File: config.mk
export PLATFORM = sky130hd
export DESIGN_NAME = axi_lite_master
export DESIGN_NICKNAME = d
export VERILOG_FILES = /design/src/rtl/axi_lite_pkg.sv /design/src/rtl/axi_lite_wdog.sv /design/src/rtl/axi_lite_master.sv
export SDC_FILE = /design/constraint.sdc
export NUM_CORES = 1
export LEC_CHECK = 0
export CAP_MARGIN = 15
export CORE_MARGIN = 3
export CORE_UTILIZATION = 40
export DETAILED_ROUTE_END_ITERATION = 10
export GPL_ROUTABILITY_DRIVEN = 1
export HOLD_SLACK_MARGIN = 0.03
export PLACE_DENSITY = 0.81
export SYNTH_ARGS = -nofsm -noshare
export SYNTH_HDL_FRONTEND = slang
export SYNTH_HIERARCHICAL = 1
export SYNTH_SLANG_ARGS = --single-unit
export TNS_END_PERCENT = 20
File: constraint.sdc
create_clock -name aclk -period 5.01 [get_ports aclk]
set_clock_uncertainty 0.05 [all_clocks]
set_input_delay 1.2525 -clock aclk [delete_from_list [all_inputs] [get_ports aclk]]
set_output_delay 1.2525 -clock aclk [all_outputs]
set_load 0.01 [all_outputs]
File: src/rtl/axi_lite_pkg.sv
// Shared definitions for the AXI4-Lite master: response codes, FSM states and
// the default watchdog limit.
package axi_lite_pkg;

  localparam int TIMEOUT_DEFAULT = 256;

  localparam logic [1:0] OKAY   = 2'b00;
  localparam logic [1:0] SLVERR = 2'b10;
  localparam logic [1:0] DECERR = 2'b11;

  typedef enum logic [2:0] {
    IDLE,
    WR_ADDR,
    WR_DATA,
    WR_RESP,
    RD_ADDR,
    RD_DATA,
    RESP
  } master_state_e;

endpackage

File: src/rtl/axi_lite_wdog.sv
// Handshake watchdog: cleared on entry to a wait state, counts stalled cycles,
// saturates at TIMEOUT and flags expiry on the last allowed stalled cycle.
module axi_lite_wdog
  import axi_lite_pkg::*;
#(
  parameter int TIMEOUT = TIMEOUT_DEFAULT
) (
  input  logic aclk,
  input  logic arst,
  input  logic i_clr,
  input  logic i_en,
  output logic o_expire
);

  localparam int CW = (TIMEOUT > 0) ? $clog2(TIMEOUT + 1) : 1;
  localparam logic [CW-1:0] LIMIT = CW'(TIMEOUT);
  localparam logic [CW-1:0] LAST  = (TIMEOUT > 0) ? CW'(TIMEOUT - 1) : '0;

  logic [CW-1:0] r_cnt;

  always_ff @(posedge aclk) begin
    if (!arst) begin
      r_cnt <= '0;
    end else if (i_clr) begin
      r_cnt <= '0;
    end else if (i_en && (r_cnt != LIMIT)) begin
      r_cnt <= r_cnt + 1'b1;
    end
  end

  // Expiry fires in the TIMEOUT-th stalled cycle so the valid/ready is held exactly TIMEOUT cycles.
  assign o_expire = (TIMEOUT != 0) && i_en && (r_cnt == LAST);

endmodule

File: src/rtl/axi_lite_master.sv
// Single-outstanding AXI4-Lite master: one command in, AW->W->B or AR->R toward
// the slave, then one response (slave code or watchdog timeout) out.
module axi_lite_master
  import axi_lite_pkg::*;
#(
  parameter int ADDR_W  = 32,
  parameter int DATA_W  = 32,
  parameter int TIMEOUT = TIMEOUT_DEFAULT
) (
  input  logic              aclk,
  input  logic              arst,
  input  logic              i_cmd_valid,
  output logic              o_cmd_ready,
  input  logic              i_cmd_write,
  input  logic [ADDR_W-1:0] i_cmd_addr,
  input  logic [DATA_W-1:0] i_cmd_wdata,
  output logic              o_rsp_valid,
  input  logic              i_rsp_ready,
  output logic              o_rsp_write,
  output logic [DATA_W-1:0] o_rsp_rdata,
  output logic [1:0]        o_rsp_resp,
  output logic              o_rsp_timeout,
  output logic              o_awvalid,
  output logic [ADDR_W-1:0] o_awaddr,
  input  logic              i_awready,
  output logic              o_wvalid,
  output logic [DATA_W-1:0] o_wdata,
  input  logic              i_wready,
  input  logic              i_bvalid,
  input  logic [1:0]        i_bresp,
  output logic              o_bready,
  output logic              o_arvalid,
  output logic [ADDR_W-1:0] o_araddr,
  input  logic              i_arready,
  input  logic              i_rvalid,
  input  logic [DATA_W-1:0] i_rdata,
  input  logic [1:0]        i_rresp,
  output logic              o_rready
);

  master_state_e r_state, w_state_next;

  logic [ADDR_W-1:0] r_addr;
  logic [DATA_W-1:0] r_wdata;
  logic              r_write;
  logic [DATA_W-1:0] r_rdata;
  logic [1:0]        r_resp;
  logic              r_timeout;

  logic w_hs, w_wait, w_expire, w_clr, w_accept;

  // Handshake and wait decode kept outside the FSM block so the watchdog path stays acyclic.
  assign w_hs = ((r_state == WR_ADDR) && i_awready) ||
                ((r_state == WR_DATA) && i_wready)  ||
                ((r_state == WR_RESP) && i_bvalid)  ||
                ((r_state == RD_ADDR) && i_arready) ||
                ((r_state == RD_DATA) && i_rvalid);

  assign w_wait   = r_state inside {WR_ADDR, WR_DATA, WR_RESP, RD_ADDR, RD_DATA};
  assign w_clr    = (w_state_next != r_state);
  assign w_accept = (r_state == IDLE) && i_cmd_valid;

  axi_lite_wdog #(
    .TIMEOUT (TIMEOUT)
  ) u_wdog (
    .aclk     (aclk),
    .arst     (arst),
    .i_clr    (w_clr),
    .i_en     (w_wait && !w_hs),
    .o_expire (w_expire)
  );

  always_ff @(posedge aclk) begin
    if (!arst) begin
      r_state <= IDLE;
    end else begin
      r_state <= w_state_next;
    end
  end

  always_comb begin
    w_state_next = r_state;
    o_cmd_ready  = 1'b0;
    o_awvalid    = 1'b0;
    o_wvalid     = 1'b0;
    o_bready     = 1'b0;
    o_arvalid    = 1'b0;
    o_rready     = 1'b0;
    o_rsp_valid  = 1'b0;
    unique case (r_state)
      IDLE: begin
        o_cmd_ready = 1'b1;
        if (i_cmd_valid) w_state_next = i_cmd_write ? WR_ADDR : RD_ADDR;
      end
      WR_ADDR: begin
        o_awvalid = 1'b1;
        if (i_awready)     w_state_next = WR_DATA;
        else if (w_expire) w_state_next = RESP;
      end
      WR_DATA: begin
        o_wvalid = 1'b1;
        if (i_wready)      w_state_next = WR_RESP;
        else if (w_expire) w_state_next = RESP;
      end
      WR_RESP: begin
        o_bready = 1'b1;
        if (i_bvalid)      w_state_next = RESP;
        else if (w_expire) w_state_next = RESP;
      end
      RD_ADDR: begin
        o_arvalid = 1'b1;
        if (i_arready)     w_state_next = RD_DATA;
        else if (w_expire) w_state_next = RESP;
      end
      RD_DATA: begin
        o_rready = 1'b1;
        if (i_rvalid)      w_state_next = RESP;
        else if (w_expire) w_state_next = RESP;
      end
      RESP: begin
        o_rsp_valid = 1'b1;
        if (i_rsp_ready) w_state_next = IDLE;
      end
      default: w_state_next = IDLE;
    endcase
  end

  // Response fields are cleared at command accept, so writes and timeouts report zero read data.
  always_ff @(posedge aclk) begin
    if (!arst) begin
      r_addr    <= '0;
      r_wdata   <= '0;
      r_write   <= 1'b0;
      r_rdata   <= '0;
      r_resp    <= OKAY;
      r_timeout <= 1'b0;
    end else begin
      if (w_accept) begin
        r_addr    <= i_cmd_addr;
        r_wdata   <= i_cmd_wdata;
        r_write   <= i_cmd_write;
        r_rdata   <= '0;
        r_resp    <= OKAY;
        r_timeout <= 1'b0;
      end
      if ((r_state == WR_RESP) && i_bvalid) begin
        r_resp <= i_bresp;
      end
      if ((r_state == RD_DATA) && i_rvalid) begin
        r_rdata <= i_rdata;
        r_resp  <= i_rresp;
      end
      if (w_expire) begin
        r_rdata   <= '0;
        r_resp    <= SLVERR;
        r_timeout <= 1'b1;
      end
    end
  end

  assign o_awaddr      = r_addr;
  assign o_araddr      = r_addr;
  assign o_wdata       = r_wdata;
  assign o_rsp_write   = r_write;
  assign o_rsp_rdata   = r_rdata;
  assign o_rsp_resp    = r_resp;
  assign o_rsp_timeout = r_timeout;

endmodule

**Word-level counts from Yosys, hierarchy flattened**

Cells that the tools add are included.

- Register bits after elaboration: 112
- Word-level logic and storage cells: 67

- $add $sub $neg: 1
- Equality and inequality tests: 9
- Mux-type cells: 25
- Bitwise operators: 1
- Reduce and logical (&&, ||, !) cells: 22

Operators with widths:

| kind | number |
|---|---|
| two-way mux 32 bit | 2 |
| two-way mux 3 bit | 9 |
| one-hot mux 3 bit (7 select lines) | 1 |
| adder 9 x 1 -> 9 bit (second input constant) | 1 |
| equality test 3 bit (second input constant) | 3 |
| equality test 9 x 8 -> 1 bit (second input constant) | 1 |
| logical AND 1 bit | 9 |
| two-way mux 1 bit | 9 |
| inequality test 9 bit (second input constant) | 1 |
| two-way mux 2 bit | 4 |
| equality test 3 x 2 -> 1 bit (second input constant) | 2 |
| nonzero test 5 bit | 1 |
| logical OR 1 bit | 4 |
| nonzero test 2 bit | 2 |
| nonzero test 4 bit | 1 |
| OR reduction 2 bit | 2 |
| equality test 3 x 1 -> 1 bit (second input constant) | 1 |
| zero test 3 bit | 1 |
| inequality test 3 bit | 1 |
| nonzero test 3 bit | 1 |
| zero test 1 bit | 1 |
| NOT 1 bit | 1 |

**Longest topological paths before layout**

- Word-level depth: 14
- Gate-level depth with buffers: 14
- Mapped depth without buffers: 12

**By module**

Netlist, hierarchy kept.

Modules (own cells, without submodules):

| module | times used | cells an instance | area an instance (um2) |
|---|---|---|---|
| axi_lite_master | 1 | 497 | 4257.8 |
| axi_lite_wdog | 1 | 55 | 488.0 |

**Worst setup path before layout**

OpenSTA, ideal clock, no wires.

- Kind: input -> register
- From: in i_wready
- To: reg u_wdog.r_cnt[7]
- Library setup time: 0.059 ns
- Data arrival time: 3.698 ns
- Required time: 4.901 ns
- Path slack: 1.203 ns
- Stages: 12
- Path buffers: 1
- Path through: nor4bb_1 -> a31oi_1 -> and4_1 -> clkbuf_1 -> and2_1 -> or2_2 -> o2bb2ai_2 -> a31oi_1 -> o221ai_1 -> nand2b_1 -> or4_1 -> nand2_1

- Cells in the longest elaborated chain, start to end: 13
- Elaborated cells between the ends (all ways): 18
- Those cells by class: eq/ne: 1; mux: 7; reduce/logical: 10

Ends and longest elaborated chain:

| element | line | RTL |
|---|---|---|
| start, declared | axi_lite_master.sv:28 | `input logic i_wready,` |
| logical AND 1 bit * | axi_lite_master.sv:54 | `((r_state == WR_DATA) && i_wready) \|\|` |
| logical OR 1 bit * | axi_lite_master.sv:53 | `assign w_hs = ((r_state == WR_ADDR) && i_awready) \|\|` |
| logical OR 1 bit * | axi_lite_master.sv:54 |  |
| logical OR 1 bit * | axi_lite_master.sv:55 | `((r_state == WR_RESP) && i_bvalid) \|\|` |
| logical OR 1 bit * | axi_lite_master.sv:56 | `((r_state == RD_ADDR) && i_arready) \|\|` |
| zero test 1 bit * | axi_lite_master.sv:69 | `.i_en (w_wait && !w_hs),` |
| logical AND 1 bit * | axi_lite_master.sv:69 |  |
| logical AND 1 bit * | axi_lite_wdog.sv:32 | `assign o_expire = (TIMEOUT != 0) && i_en && (r_cnt == LAST);` |
| net w_expire | axi_lite_master.sv:50 | `logic w_hs, w_wait, w_expire, w_clr, w_accept;` |
| two-way mux 3 bit * | - |  |
| two-way mux 3 bit, on equally long branches | - |  |
| one-hot mux 3 bit (7 select lines) * | axi_lite_master.sv:90 | `unique case (r_state)` |
| inequality test 3 bit * | axi_lite_master.sv:60 | `assign w_clr = (w_state_next != r_state);` |
| net w_clr | axi_lite_master.sv:50 |  |
| OR reduction 2 bit (no line) * | - |  |
| end signal, assigned | axi_lite_wdog.sv:27 | `r_cnt <= r_cnt + 1'b1;` |
| end, declared | axi_lite_wdog.sv:19 | `logic [CW-1:0] r_cnt;` |

The timed path passes the listed nets; every way through them passes the cells marked *.
A chain may end at the register's enable or synchronous reset.

**Final worst setup path**

Same ends and word-level chain as after synthesis.

==> results.json <==
{
  "status": "complete, no violations",
  "gp_congestion": 0.887,
  "finalHoldViolations": 0,
  "synth_cell_type_count": 52,
  "numCtsBuffers": 9,
  "slowest_delay_ns": 0.55,
  "grt_max_degree": 70,
  "io_buffers": 248,
  "fin_area_sq_um": 7320,
  "worstPathRequired_ns": 5.24,
  "min_period_ns": 4.32,
  "synth_top_area_share_pct": 47.2,
  "post_cts_resize_count": 0,
  "coreArea_sq_um": 11500,
  "synth_top_flop_cell": "dfxtp_1",
  "final_common_cell": "clkdlybuf4s50_1",
  "max_cap_viol_count": 0,
  "period_share_pct": 86.3,
  "synth_seq_cells": 112,
  "ys_warn_count": 6,
  "first_pass_iters": 4,
  "wire_per_inst_um": 15.9,
  "p_leak_nw": 2.62,
  "dpl.cell_count": 876,
  "tightest_slew_ns": 0.771,
  "area_delta_synth_final_pct": 54.2,
  "cts-root-buf": "clkbuf_16",
  "syn_inst": 552,
  "ios": 249,
  "worstPathMaxFanout": 10,
  "clock_sinks": 112,
  "grt_antenna_before_repair": 0,
  "yosysTopAreaCell": "dfxtp_1",
  "track_usage_pct": 20.5,
  "cts_hold_buf": 0,
  "layout-drive-gt1-share_pct": 4.27,
  "die_area_sq_um": 13200,
  "timing.rr.end": "u_wdog/r_cnt[7]$_SDFFE_PP0P_",
  "grt_pass1_wl_um": 21900,
  "rsz0062_at_grt": "no",
  "hold_path_end": "o_wdata[9]$_SDFFE_PN0P_",
  "initial_utilization_pct": 41.2,
  "min_path_cells": 2,
  "ir_drop_v": 0.000207,
  "cts.clk_slew.worst_paths_ns": 0.07,
  "placedInstanceArea_sq_um": 7000,
  "final_cell_mix": "clkdlybuf4s50_1 (247), nand2_1 (144), dfxtp_1 (112)",
  "die_y_um": 115,
  "crit_path_start_kind": "input port",
  "synth_fp_nets": 665,
  "power_mw": 2.43,
  "cts_max_level": 3,
  "ys_top_cells_by_area": "dfxtp_1 (47%), nand2_1 (11%), a21boi_0 (8.5%)",
  "endpoint_kind": "flip-flop",
  "syn_area_sq_um": 4750,
  "grt_pass1_vias": 4423,
  "hpwl_um": 10500,
  "vias": 4530,
  "drt_wl_total_um": 14200,
  "dp_slack_ns": 0.401,
  "overflow": 0,
  "synth_enable_flop_cells": 0,
  "slowest_stage": "or4_1",
  "finalNonFillerCells": 892,
  "viasPerCell": 5.08,
  "die-width_um": 115,
  "fin_ws_ns": 0.687,
  "path_cells": "clkdlybuf4s50_1 -> nor4bb_1 -> a31oi_1 -> and4_1 -> and2_1 -> or2_2 -> o2bb2ai_2 -> a31oi_1 -> o221ai_1 -> nand2b_1 -> or4_1 -> nand2_1",
  "max_slew_margin_pct": 48.6,
  "cts_setup_buffers": 0,
  "cellPowerDensity_nw_per_um2": 332,
  "hold_start": "o_wdata[9]$_SDFFE_PN0P_",
  "clk_path_buf_depth": 2,
  "ant_nets": 0,
  "rows": 39,
  "arrival_ns": 4.55,
  "async_flop_share_pct": 0,
  "setup.worst_path.class": "input port to flip-flop",
  "drt_iter0_drc": 194,
  "clock_latency_ns": 0.34,
  "yosysSeqAreaShare_pct": 47.2,
  "worstRegToRegCells": 11,
  "hold_path.class": "flip-flop to flip-flop",
  "setup_tns_ns": 0,
  "nets": 858,
  "rrSetupSlack_ns": 1.24,
  "timing.rr.start": "r_state[1]$_SDFF_PN0_",
  "syn_avg_cell_area_sq_um": 8.60,
  "fmax_mhz": 231,
  "setup_viol": 0,
  "crit_top_cell": "a31oi_1",
  "drc": 0,
  "antenna_cells": 0,
  "cts_tree": "done",
  "slew_violations": 0
}
flip-flops by register name, summed over array words and instances, names as in the netlist:
register,flops
o_rsp_resp,2
o_rsp_rdata,32
o_wdata,32
o_araddr,32
o_rsp_timeout,1
u_wdog/r_cnt,9
o_rsp_write,1
r_state,3
cell type report:
class | count | area, sq um
Tap cell | 143 | 179
Timing Repair Buffer | 254 | 2530
Inverter | 6 | 22.5
Multi-Input combinational cell | 362 | 2040
Sequential cell | 112 | 2240
Fill cell | 949 | 4200
Clock buffer | 13 | 260
Clock inverter | 2 | 38.8
metrics by stage:
stage	utilization (%)	hold slack, ns
6_report	63.5	0.408
5_1_grt	63.5	0.430
4_1_cts	63.4	0.407
3_5_place_dp	60.8	0.398
3_3_place_gp	60.8	0.393
2_1_floorplan	-	0.420
how the worst max path moves through the flow:
stage / start / slack, ns / depth (start not counted) / endpoint
6_report: i_wready / 0.69 / 12 / u_wdog/r_cnt[7]$_SDFFE_PP0P_
5_1_grt: i_wready / 0.54 / 12 / u_wdog/r_cnt[7]$_SDFFE_PP0P_
4_1_cts: i_wready / 0.74 / 12 / u_wdog/r_cnt[7]$_SDFFE_PP0P_
3_5_place_dp: i_wready / 0.40 / 12 / u_wdog/r_cnt[7]$_SDFFE_PP0P_
3_3_place_gp: i_wready / 0.52 / 12 / u_wdog/r_cnt[7]$_SDFFE_PP0P_
2_1_floorplan: i_wready / 1.20 / 12 / u_wdog/r_cnt[7]$_SDFFE_PP0P_
synthesized netlist by cell type (6+ instances only):
cell,count
a21boi_0,54
a21boi_1,11
a21oi_1,7
a22oi_1,32
buf_2,11
buf_4,38
clkbuf_1,18
dfxtp_1,112
inv_1,6
nand2_1,144
nor2_1,44
power breakdown:
group | internal (mW) | switching [mW]
registers | 0.964 | 0.0729
logic | 0.353 | 0.315
clock network | 0.414 | 0.309
total | 1.73 | 0.698
critical path, delay by kind of cell:
| family | cells | cell delay [ns] |
|---|---|---|
| compound gates | 4 | 0.65 |
| buf+inv | 1 | 0.48 |
| simple gates | 7 | 2.16 |
logic make-up (layout without fill, tap and decap cells):
kind of cell / Yosys count / in the layout / share of synthesized area (%)
simple gates: 227 / 227 / 21.0
xor+xnor: 2 / 2 / 0.369
flops: 112 / 112 / 47.2
fa+ha+maj: 3 / 3 / 0.791
compound gates: 128 / 128 / 20.2
buf+inv: 78 / 275 / 9.94
mux: 2 / 2 / 0.448
per-layer routing:
layer / GRT usage, % / part of all wire, % / vias up / wire (um)
met5: 0 / 0 / - / 0
met4: 6.81 / 1.2 / 0 / 174
met3: 5.74 / 8.0 / 10 / 1140
met2: 37.3 / 50 / 180 / 7120
met1: 23.0 / 40 / 2125 / 5720
li1: - / - / 2215 / -
Note: power is estimated with default switching activity, not from simulation.
